<file path="config.mk">
export PLATFORM = sky130hd
export DESIGN_NAME = param_seq_gen
export DESIGN_NICKNAME = d
export VERILOG_FILES = /design/src/rtl/param_seq_gen_pkg.sv /design/src/rtl/param_seq_gen_adder.sv /design/src/rtl/param_seq_gen.sv
export SDC_FILE = /design/constraint.sdc
export NUM_CORES = 1
export LEC_CHECK = 0
export BUFFER_PORTS_ARGS = -buffer_cell sky130_fd_sc_hd__buf_2
export CAP_MARGIN = 20
export CORE_ASPECT_RATIO = 0.5
export CORE_MARGIN = 10
export CORE_UTILIZATION = 59
export DETAILED_ROUTE_END_ITERATION = 10
export PLACE_DENSITY = 0.82
export SYNTH_ARGS = -nofsm -noshare
export SYNTH_HDL_FRONTEND = slang
export SYNTH_SLANG_ARGS = --single-unit
</file>
<file path="constraint.sdc">
create_clock -name clk -period 6.1 [get_ports clk]
set_input_delay 1.83 -clock clk [delete_from_list [all_inputs] [get_ports clk]]
set_output_delay 1.83 -clock clk [all_outputs]
set_load 0.1 [all_outputs]
</file>
<file path="src/rtl/param_seq_gen_pkg.sv">
// -----------------------------------------------------------------------------
// param_seq_gen_pkg
// Shared encodings for the parametrised sequence generator:
//   mode_e  - sequence selector as seen on the mode port
//   state_e - control FSM states
//   seed constants for the fixed-seed sequences (FIB, LUCAS)
// -----------------------------------------------------------------------------
package param_seq_gen_pkg;

  typedef enum logic [1:0] {
    MODE_FIB    = 2'd0,
    MODE_LUCAS  = 2'd1,
    MODE_ARITH  = 2'd2,
    MODE_GENFIB = 2'd3
  } mode_e;

  typedef enum logic [1:0] {
    ST_IDLE = 2'd0,
    ST_RUN  = 2'd1,
    ST_DONE = 2'd2
  } state_e;

  localparam int unsigned FIB_SEED0   = 0;
  localparam int unsigned FIB_SEED1   = 1;
  localparam int unsigned LUCAS_SEED0 = 2;
  localparam int unsigned LUCAS_SEED1 = 1;

endpackage

</file>
<file path="src/rtl/param_seq_gen_adder.sv">
// -----------------------------------------------------------------------------
// seq_term_adder
// Produces a candidate term as op_a + op_b, computed one bit wider than the
// datapath so the carry-out is visible, and flags whether the truncated
// sum exceeds the inclusive limit.
// Ports:
//   op_a, op_b  - addends (WIDTH)
//   max_value   - inclusive upper bound (WIDTH)
//   sum         - low WIDTH bits of the sum
//   carry       - carry-out of the WIDTH-bit add
//   exceed      - sum > max_value
// -----------------------------------------------------------------------------
module seq_term_adder #(
  parameter int WIDTH = 32
) (
  input  logic [WIDTH-1:0] op_a,
  input  logic [WIDTH-1:0] op_b,
  input  logic [WIDTH-1:0] max_value,
  output logic [WIDTH-1:0] sum,
  output logic             carry,
  output logic             exceed
);

  logic [WIDTH:0] full_sum;

  assign full_sum = {1'b0, op_a} + {1'b0, op_b};
  assign sum      = full_sum[WIDTH-1:0];
  assign carry    = full_sum[WIDTH];
  assign exceed   = full_sum[WIDTH-1:0] > max_value;

endmodule

</file>
<file path="src/rtl/param_seq_gen.sv">
// -----------------------------------------------------------------------------
// param_seq_gen
// Emits FIB / LUCAS / ARITH / GENFIB sequences over a valid/ready stream.
// Ports:
//   clk, rst_n         - clock, asynchronous active-low reset
//   start, clear       - launch a run (IDLE/DONE only), synchronous abort
//   mode               - sequence select (see param_seq_gen_pkg::mode_e)
//   seed0, seed1       - GENFIB seeds; ARITH start value and step
//   max_value          - inclusive bound on emitted terms
//   max_terms          - maximum number of terms
//   out_data/valid/ready/last, term_idx - output stream and term index
//   busy, done         - RUN / DONE state indication
//   overflow           - run ended because the next term carried out
//   term_count         - terms transferred in the last run
//
// Datapath: cur_q is the term on out_data, nxt_q the term that follows it.
// The carry and exceed flags of nxt_q are registered alongside it, so out_last
// is a function of registers only and holds still during a stall. The adder
// builds nxt_q: at launch it forms the second term, in RUN the one after nxt_q.
// -----------------------------------------------------------------------------
module param_seq_gen #(
  parameter int WIDTH = 32,
  parameter int CNT_W = 16
) (
  input  logic             clk,
  input  logic             rst_n,
  input  logic             start,
  input  logic             clear,
  input  logic [1:0]       mode,
  input  logic [WIDTH-1:0] seed0,
  input  logic [WIDTH-1:0] seed1,
  input  logic [WIDTH-1:0] max_value,
  input  logic [CNT_W-1:0] max_terms,
  output logic [WIDTH-1:0] out_data,
  output logic             out_valid,
  input  logic             out_ready,
  output logic             out_last,
  output logic [CNT_W-1:0] term_idx,
  output logic             busy,
  output logic             done,
  output logic             overflow,
  output logic [CNT_W-1:0] term_count
);

  import param_seq_gen_pkg::*;

  state_e           state_q, state_d;
  mode_e            mode_q;
  mode_e            start_mode;
  logic [WIDTH-1:0] cur_q, nxt_q, step_q, max_value_q;
  logic [CNT_W-1:0] max_terms_q, term_idx_q, term_count_q;
  logic             nxt_carry_q, nxt_exceed_q, overflow_q;

  logic [WIDTH-1:0] first_term, second_term;
  logic             empty_run, launching, transfer, is_last;
  logic [WIDTH-1:0] add_a, add_b, add_limit, add_sum;
  logic             add_carry, add_exceed;

  // ---------------------------------------------------------------------------
  // Launch-time decode from the live inputs
  // ---------------------------------------------------------------------------
  assign start_mode = mode_e'(mode);

  // NOTE: every signal assigned in always_comb gets a default first, so no
  // path leaves it unassigned and no latch is inferred.
  always_comb begin
    first_term  = seed0;
    second_term = seed1;
    case (start_mode)
      MODE_FIB: begin
        first_term  = WIDTH'(FIB_SEED0);
        second_term = WIDTH'(FIB_SEED1);
      end
      MODE_LUCAS: begin
        first_term  = WIDTH'(LUCAS_SEED0);
        second_term = WIDTH'(LUCAS_SEED1);
      end
      default: ;
    endcase
  end

  assign empty_run = (first_term > max_value) || (max_terms == '0);
  assign launching = (state_q != ST_RUN) && start && !clear;
  assign transfer  = (state_q == ST_RUN) && out_ready;
  assign is_last   = (term_idx_q == max_terms_q - CNT_W'(1)) || nxt_carry_q || nxt_exceed_q;

  // ---------------------------------------------------------------------------
  // Adder operand steering. At launch the fib-like modes pass the second seed
  // through (+0) so its exceed flag is computed by the same comparator.
  // ---------------------------------------------------------------------------
  always_comb begin
    add_a     = cur_q;
    add_b     = nxt_q;
    add_limit = max_value_q;
    if (state_q == ST_RUN) begin
      if (mode_q == MODE_ARITH) begin
        add_a = nxt_q;
        add_b = step_q;
      end
    end else begin
      add_limit = max_value;
      if (start_mode == MODE_ARITH) begin
        add_a = seed0;
        add_b = seed1;
      end else begin
        add_a = second_term;
        add_b = '0;
      end
    end
  end

  seq_term_adder #(.WIDTH(WIDTH)) u_adder (
    .op_a      (add_a),
    .op_b      (add_b),
    .max_value (add_limit),
    .sum       (add_sum),
    .carry     (add_carry),
    .exceed    (add_exceed)
  );

  // ---------------------------------------------------------------------------
  // Control FSM
  // ---------------------------------------------------------------------------
  always_comb begin
    state_d = state_q;
    if (clear) begin
      state_d = ST_IDLE;
    end else begin
      case (state_q)
        ST_IDLE, ST_DONE: if (start) state_d = empty_run ? ST_DONE : ST_RUN;
        ST_RUN:           if (transfer && is_last) state_d = ST_DONE;
        default:          state_d = ST_IDLE;
      endcase
    end
  end

  // NOTE: sequential state uses non-blocking assignments so every register
  // samples pre-edge values regardless of statement order.
  always_ff @(posedge clk or negedge rst_n) begin
    if (!rst_n) state_q <= ST_IDLE;
    else        state_q <= state_d;
  end

  // ---------------------------------------------------------------------------
  // Datapath and run statistics
  // ---------------------------------------------------------------------------
  always_ff @(posedge clk or negedge rst_n) begin
    if (!rst_n) begin
      mode_q       <= MODE_FIB;
      cur_q        <= '0;
      nxt_q        <= '0;
      step_q       <= '0;
      max_value_q  <= '0;
      max_terms_q  <= '0;
      nxt_carry_q  <= 1'b0;
      nxt_exceed_q <= 1'b0;
      term_idx_q   <= '0;
      term_count_q <= '0;
      overflow_q   <= 1'b0;
    end else if (clear) begin
      term_idx_q <= '0;
    end else if (launching) begin
      mode_q       <= start_mode;
      max_value_q  <= max_value;
      max_terms_q  <= max_terms;
      step_q       <= seed1;
      cur_q        <= first_term;
      nxt_q        <= add_sum;
      nxt_carry_q  <= add_carry;
      nxt_exceed_q <= add_exceed;
      term_idx_q   <= '0;
      term_count_q <= '0;
      overflow_q   <= 1'b0;
    end else if (transfer) begin
      if (is_last) begin
        // out_data keeps the final term; the run is over.
        term_count_q <= term_idx_q + CNT_W'(1);
        overflow_q   <= nxt_carry_q;
      end else begin
        cur_q        <= nxt_q;
        nxt_q        <= add_sum;
        nxt_carry_q  <= add_carry;
        nxt_exceed_q <= add_exceed;
        term_idx_q   <= term_idx_q + CNT_W'(1);
      end
    end
  end

  assign busy       = (state_q == ST_RUN);
  assign done       = (state_q == ST_DONE);
  assign out_valid  = busy;
  assign out_last   = busy && is_last;
  assign out_data   = cur_q;
  assign term_idx   = term_idx_q;
  assign term_count = term_count_q;
  assign overflow   = overflow_q;

endmodule

</file>
Yosys cells after proc, flatten, opt, wreduce, memory -nomap -nowiden
Cells that the tools add are included.
{ "word_totals": {"register_bits": 183, "inputBits": 119} }
{ "op_classes": {"n_addsub": 3, "n_eq_ne": 11, "mux": 36, "magnitude_cmp": 2, "bitwise": 1, "reduce_logical": 22} }
{ "op_table": {"columns": ["operator", "count"], "rows": [
  ["two-way mux 32 bit", 14],
  ["two-way mux 16 bit", 7],
  ["> comparator 32 bit", 2],
  ["case mux 32 bit (2 select lines)", 1],
  ["adder 32 x 32 -> 33 bit", 1],
  ["adder 16 x 1 -> 16 bit (second input constant)", 1],
  ["equality test 16 bit", 1],
  ["zero test 16 bit", 1],
  ["subtractor 16 x 1 -> 16 bit (second input constant)", 1],
  ["two-way mux 1 bit", 9],
  ["two-way mux 2 bit", 4],
  ["equality test 2 bit (second input constant)", 3],
  ["!= test 3 bit (second input constant)", 2],
  ["AND reduction 2 bit", 3],
  ["AND reduction 3 bit", 2],
  ["logical AND 1 bit", 5],
  ["equality test 2 x 1 -> 1 bit (second input constant)", 2],
  ["zero test 2 bit", 2],
  ["case mux 2 bit (2 select lines)", 1],
  ["nonzero test 2 bit", 2],
  ["OR reduction 2 bit", 2],
  ["logical OR 1 bit", 3],
  ["!= test 3 x 2 -> 1 bit (second input constant)", 1],
  ["nonzero test 3 bit", 1],
  ["4 further kinds", 4]
]} }

Depth between registers and ports, before layout
{ "logic_depth": {"depth_word": 10, "mapped_depth": 25, "mapped_depth_nobuf": 23} }

By module
From an unflattened synthesis, not the netlist that was laid out.
{ "hier_totals": {"cells_unflattened": 1629, "hier_area_um2": 13723.2} }
{ "by_module_without_submodules": {"columns": ["module", "area_each_um2", "instances", "cells_each"], "rows": [
  ["param_seq_gen", 11110.7, 1, 1272],
  ["seq_term_adder", 2612.5, 1, 357]
]} }

Worst setup path after synthesis
Ideal clock, no wire load.
{ "synth_timing": {"path_kind": "input to register", "from": "in mode[0]", "to": "reg nxt_exceed_q", "required_ns": 5.979, "t_arrival_ns": 6.229, "path_slack_ns": -0.250, "cell_stages": 21, "path_buffers": 2, "cell_sequence": "clkbuf_1 clkbuf_1 mux2i_1 o22ai_1 ha_1 a21oi_1 a211oi_1 o311ai_1 a211oi_1 o211ai_1 a21oi_1 or4b_1 a31oi_1 xnor2_1 ha_1 nand4_1 nor2_1 nand2_1 nor4_1 nor2_1 a22o_1"} }
{ "synth_between": {"elab_chain_len": 10, "word_cells_on_any_way": 14} }
{ "synth_rtl": {"columns": ["item", "line", "text"], "rows": [
  ["start: declaration", "param_seq_gen.sv:29", "input logic [1:0] mode,"],
  ["equality test 2 x 1 -> 1 bit / zero test 2 bit (equally long branches)", "param_seq_gen.sv:69", "case (start_mode)"],
  ["OR reduction 2 bit (no line)", null, null],
  ["two-way mux 32 bit", "param_seq_gen.sv:69", null],
  ["two-way mux 32 bit", "param_seq_gen.sv:102", "if (start_mode == MODE_ARITH) begin"],
  ["two-way mux 32 bit", "param_seq_gen.sv:95", "if (state_q == ST_RUN) begin"],
  ["adder 32 x 32 -> 33 bit *", "param_seq_gen_adder.sv:26", "assign full_sum = {1'b0, op_a} + {1'b0, op_b};"],
  ["via add_sum[29]", "param_seq_gen.sv:56", "logic [WIDTH-1:0] add_a, add_b, add_limit, add_sum;"],
  ["> comparator 32 bit *", "param_seq_gen_adder.sv:29", "assign exceed = full_sum[WIDTH-1:0] > max_value;"],
  ["two-way mux 1 bit", "param_seq_gen.sv:175", "if (is_last) begin"],
  ["two-way mux 1 bit", "param_seq_gen.sv:174", "end else if (transfer) begin"],
  ["two-way mux 1 bit *", "param_seq_gen.sv:162", "end else if (launching) begin"],
  ["end signal: assignment", "param_seq_gen.sv:156", "nxt_exceed_q <= 1'b0;"],
  ["end signal: assignment", "param_seq_gen.sv:170", "nxt_exceed_q <= add_exceed;"],
  ["end signal: assignment", "param_seq_gen.sv:183", "nxt_exceed_q <= add_exceed;"],
  ["end: declaration", "param_seq_gen.sv:52", "logic nxt_carry_q, nxt_exceed_q, overflow_q;"]
]} }
The timed path passes the listed nets; every way through them passes the cells marked *. The select of a mux whose other input is x is not followed.
A chain may end at the register's enable or synchronous reset.

Final worst setup path
Same ends and word-level chain as after synthesis.

==> impl_results.md <==
- Arrival @ worst endpoint: between 6 and 7 ns
- Synth area leaders: dfrtp_1 (34%), mux2i_1 (9.6%), ha_1 (9.1%), nand2_1 (8.4%), o21ai_0 (5.0%)
- CP max FO: 7
- # nets final: 1999
- Grt total ovfl: 0
- Sink Count: about 180
- M1 wire length: 17900 µm
- Worst-margin pin slew: 1.19 ns
- Util after Layout: 0.717
- CP required: 6.45 ns
- Rows: 38
- Top_reg_cell synth: dfrtp_1
- Mapped Area: 0.0135 mm²
- Clock Latency Late Sink: ~0.46 ns
- First-pass iteration count of the detailed router: 8
- Leakage: ~8 nW
- Largest net degree at the start of global routing: roughly 110
- Setup Viol. Count Final: 0
- Crit. End Element: flop
- Critical path class: in2reg
- Initial DRC count: between 1000 and 1500
- Crit start category: primary input
- H-tree levels: 4
- Drt wl/cell: 20.1 µm
- Max Freq: 170 MHz
- PortBufs: ~190
- Routed wl met2: roughly 20000 µm
- Via density: 6.13
- Die ar.: 0.0296 mm²
- R2R cell count: 24
- Worst R2R Start: mode_q[0]$_DFFE_PN0P_
- Initial Util: 0.610
- Clock Skews: 0.00997 ns
- Synth Area per Inst: 8.56 µm²
- Most frequent cell after synthesis: nand2_1
- Max-cap violations: 0
- Total wire length: 42100 µm
- Maximum clock insertion buffer count: 2
- Final min period: ~6 ns
- Outcome: finished clean
- CTS tree: yes
- Chip width: 234 µm
- Fin. max-slew vios: 0
- Hold Slack: 0.477 ns
- Max_slew headroom: 0.207
- Post-DP HPWL: about 31000 µm
- Root Buffer: clkbuf_16
- Synth Warn #: 0
- DIE HEIGHT: 127 µm
- Total negative slack: 0 ns
- Yosys reg bits: between 150 and 200
- Share of cells above drive strength 1: 0.204
- Fillers: 1662
- EDFF count, synth: 0
- R2R setup slack: 0.77 ns
- Critical R2R Capture: nxt_exceed_q$_DFFE_PN0P_
- Share of flip-flops with an asynchronous set or reset: 1.00
- Global-route wire length before repair: 67300 µm
- Tcrit/Tclk final: 0.964
- Worst-path clk slew: 0.07 ns
- Total GRT Usage: 0.279
- Placer Congestion: 0.967
- Metal3 WL: roughly 3200 µm
- Worst hold endpoint: step_q[16]$_DFFE_PN0P_
- Worst min-delay path startpoint: step_q[16]$_DFFE_PN0P_
- Post-Syn Instances: 1571
- DR vias: 12800
- Seq/Total Area, Yosys: 0.340
- Cell variety after synth: 76
- Final hold vios: 0
- Vias in the first global route: between 10000 and 15000
- CTS buffer count: 17
- Pwr/cell area: ~340 mW/mm²
- IO Pins: 188
- Final ANT Viol Nets: 0
- Synth area leader: dfrtp_1
- Post-Syn Nets: between 1500 and 2000
- Hold Crit Class: reg2reg
- Hold Path Stages: 2
- Most common library cells after synthesis: nand2_1 (301), dfrtp_1 (183), o21ai_0 (135)
- Cts hold-fix bufs: 0
- DRC Markers: 0
- Max Used Layer: met4
- Peak supply drop: about 0.00021 V
- Initial antenna violation count: 0
- Core area: 0.0221 mm²
- Layout area overhead: 17.5%
- Post-synth top area share: 0.340
[power breakdown]
group | switching [W] | total, W | internal [W]
clock network | 0.000523 | 0.00113 | 0.000612
logic | 0.00157 | 0.00250 | 0.000922
registers | 0.000272 | 0.00176 | 0.00149
[layer usage]
layer / up-vias / GRT usage
li1: 5983 / -
met1: 6223 / 0.355
met2: 546 / 0.460
met3: 86 / 0.0567
met4: 0 / 0.109
met5: - / 0
[cells by family after synthesis]
family                   Yosys count  synth area share
AND/OR/NAND/NOR                  561             0.191
AO/OA/AOI/OAI                    376             0.175
flip-flops                       183             0.340
multiplexers                     159             0.121
buffers and inverters            134            0.0421
adder cells (fa/ha/maj)           99            0.0926
XOR/XNOR                          59            0.0384
[state kept, by name, indices dropped and copies added, names as in the netlist]
name and cells:
max_value_q 32, nxt_q 32, out_data 32, step_q 32
max_terms_q 16, term_count 16, term_idx 16, mode_q 2
state_q 2, nxt_carry_q 1, nxt_exceed_q 1, overflow 1
[final cells by class]
| cell class | count | area, µm² | share of cell area |
|---|---|---|---|
| antenna | 2 | 5.00 | 0.000316 |
| clock buffer | 20 | 447 | 0.0282 |
| clock inverter | 11 | 128 | 0.00807 |
| inverter | 45 | 169 | 0.0107 |
| multi-input combinational | 1254 | 8430 | 0.533 |
| sequential | 183 | 4580 | 0.290 |
| tap | 300 | 375 | 0.0237 |
| timing repair buffer | 280 | 1680 | 0.106 |
[worst max-delay path: stages]
cell	delay (ns)
buf_2	0.23
buf_12	0.17
mux2i_1	0.21
o22ai_1	0.10
ha_1	0.39
a21oi_2	0.23
a211oi_2	0.11
o311ai_1	0.31
buf_4	0.19
a211oi_2	0.09
o211ai_1	0.31
buf_4	0.17
nand2_1	0.07
a311oi_2	0.26
nor3_2	0.08
ha_1	0.32
a21o_1	0.18
a21oi_2	0.13
nor2b_1	0.05
o21ai_1	0.12
nand2b_1	0.07
a211oi_1	0.24
o221ai_1	0.16
a22o_1	0.19
[what timing repair did]
action                                  in CTS  in global routing
setup buffers                                0                  4
resized for setup                            0                 20
endpoints found under the setup margin       0                  1
[cell usage in the layout, fill, tap and decap left out, types with 4 or more instances in the layout]
| cell | count |
|---|---|
| o21ai_1 | 18 |
| dfrtp_1 | 183 |
| mux2i_1 | 129 |
| a21o_1 | 29 |
| o21bai_1 | 4 |
| nand3_1 | 19 |
| nand4_1 | 23 |
| ha_1 | 98 |
| a21oi_1 | 71 |
| xnor2_1 | 38 |
| buf_2 | 186 |
| o21a_1 | 10 |
| nor2b_1 | 18 |
| and2_1 | 34 |
| o211ai_1 | 4 |
| nor2_1 | 90 |
| nor4_1 | 8 |
| clkinvlp_4 | 6 |
| nor3_1 | 9 |
| nand2_1 | 301 |
| inv_1 | 44 |
| o31ai_2 | 13 |
| mux2_2 | 5 |
| a211oi_2 | 4 |
| a211oi_1 | 6 |
| nand2b_1 | 12 |
| o21ai_0 | 133 |
| buf_4 | 89 |
| o31ai_1 | 7 |
| mux2_1 | 25 |
| clkbuf_16 | 17 |
| a21oi_2 | 5 |
| xor2_1 | 21 |
| o22ai_1 | 32 |
| and3_1 | 13 |
[metrics by stage]
stage	power [W]	worst slack, ns	cell area, µm²	std cells
floorplan	0.00345	0.0548	13500	1571
CTS	0.00532	0.0911	15700	2089
detailed placement	0.00418	-0.342	15100	2058
finish	0.00539	0.220	15800	2095
global placement	0.00410	-0.170	15100	2058
global route	0.00569	-0.0645	15800	2093
[how the worst max path moves through the flow]
stage                       start                        to  slack [ns]  depth (start not counted)
after detailed placement  mode[0]  nxt_exceed_q$_DFFE_PN0P_       -0.34                         25
after global placement    mode[0]  nxt_exceed_q$_DFFE_PN0P_       -0.17                         22
after CTS                 mode[0]  nxt_exceed_q$_DFFE_PN0P_        0.09                         25
after global routing      mode[0]  nxt_exceed_q$_DFFE_PN0P_       -0.06                         22
after floorplan           mode[1]  nxt_exceed_q$_DFFE_PN0P_        0.05                         22
final                     mode[0]  nxt_exceed_q$_DFFE_PN0P_        0.22                         24
Note: power is estimated with default switching activity, not from simulation.
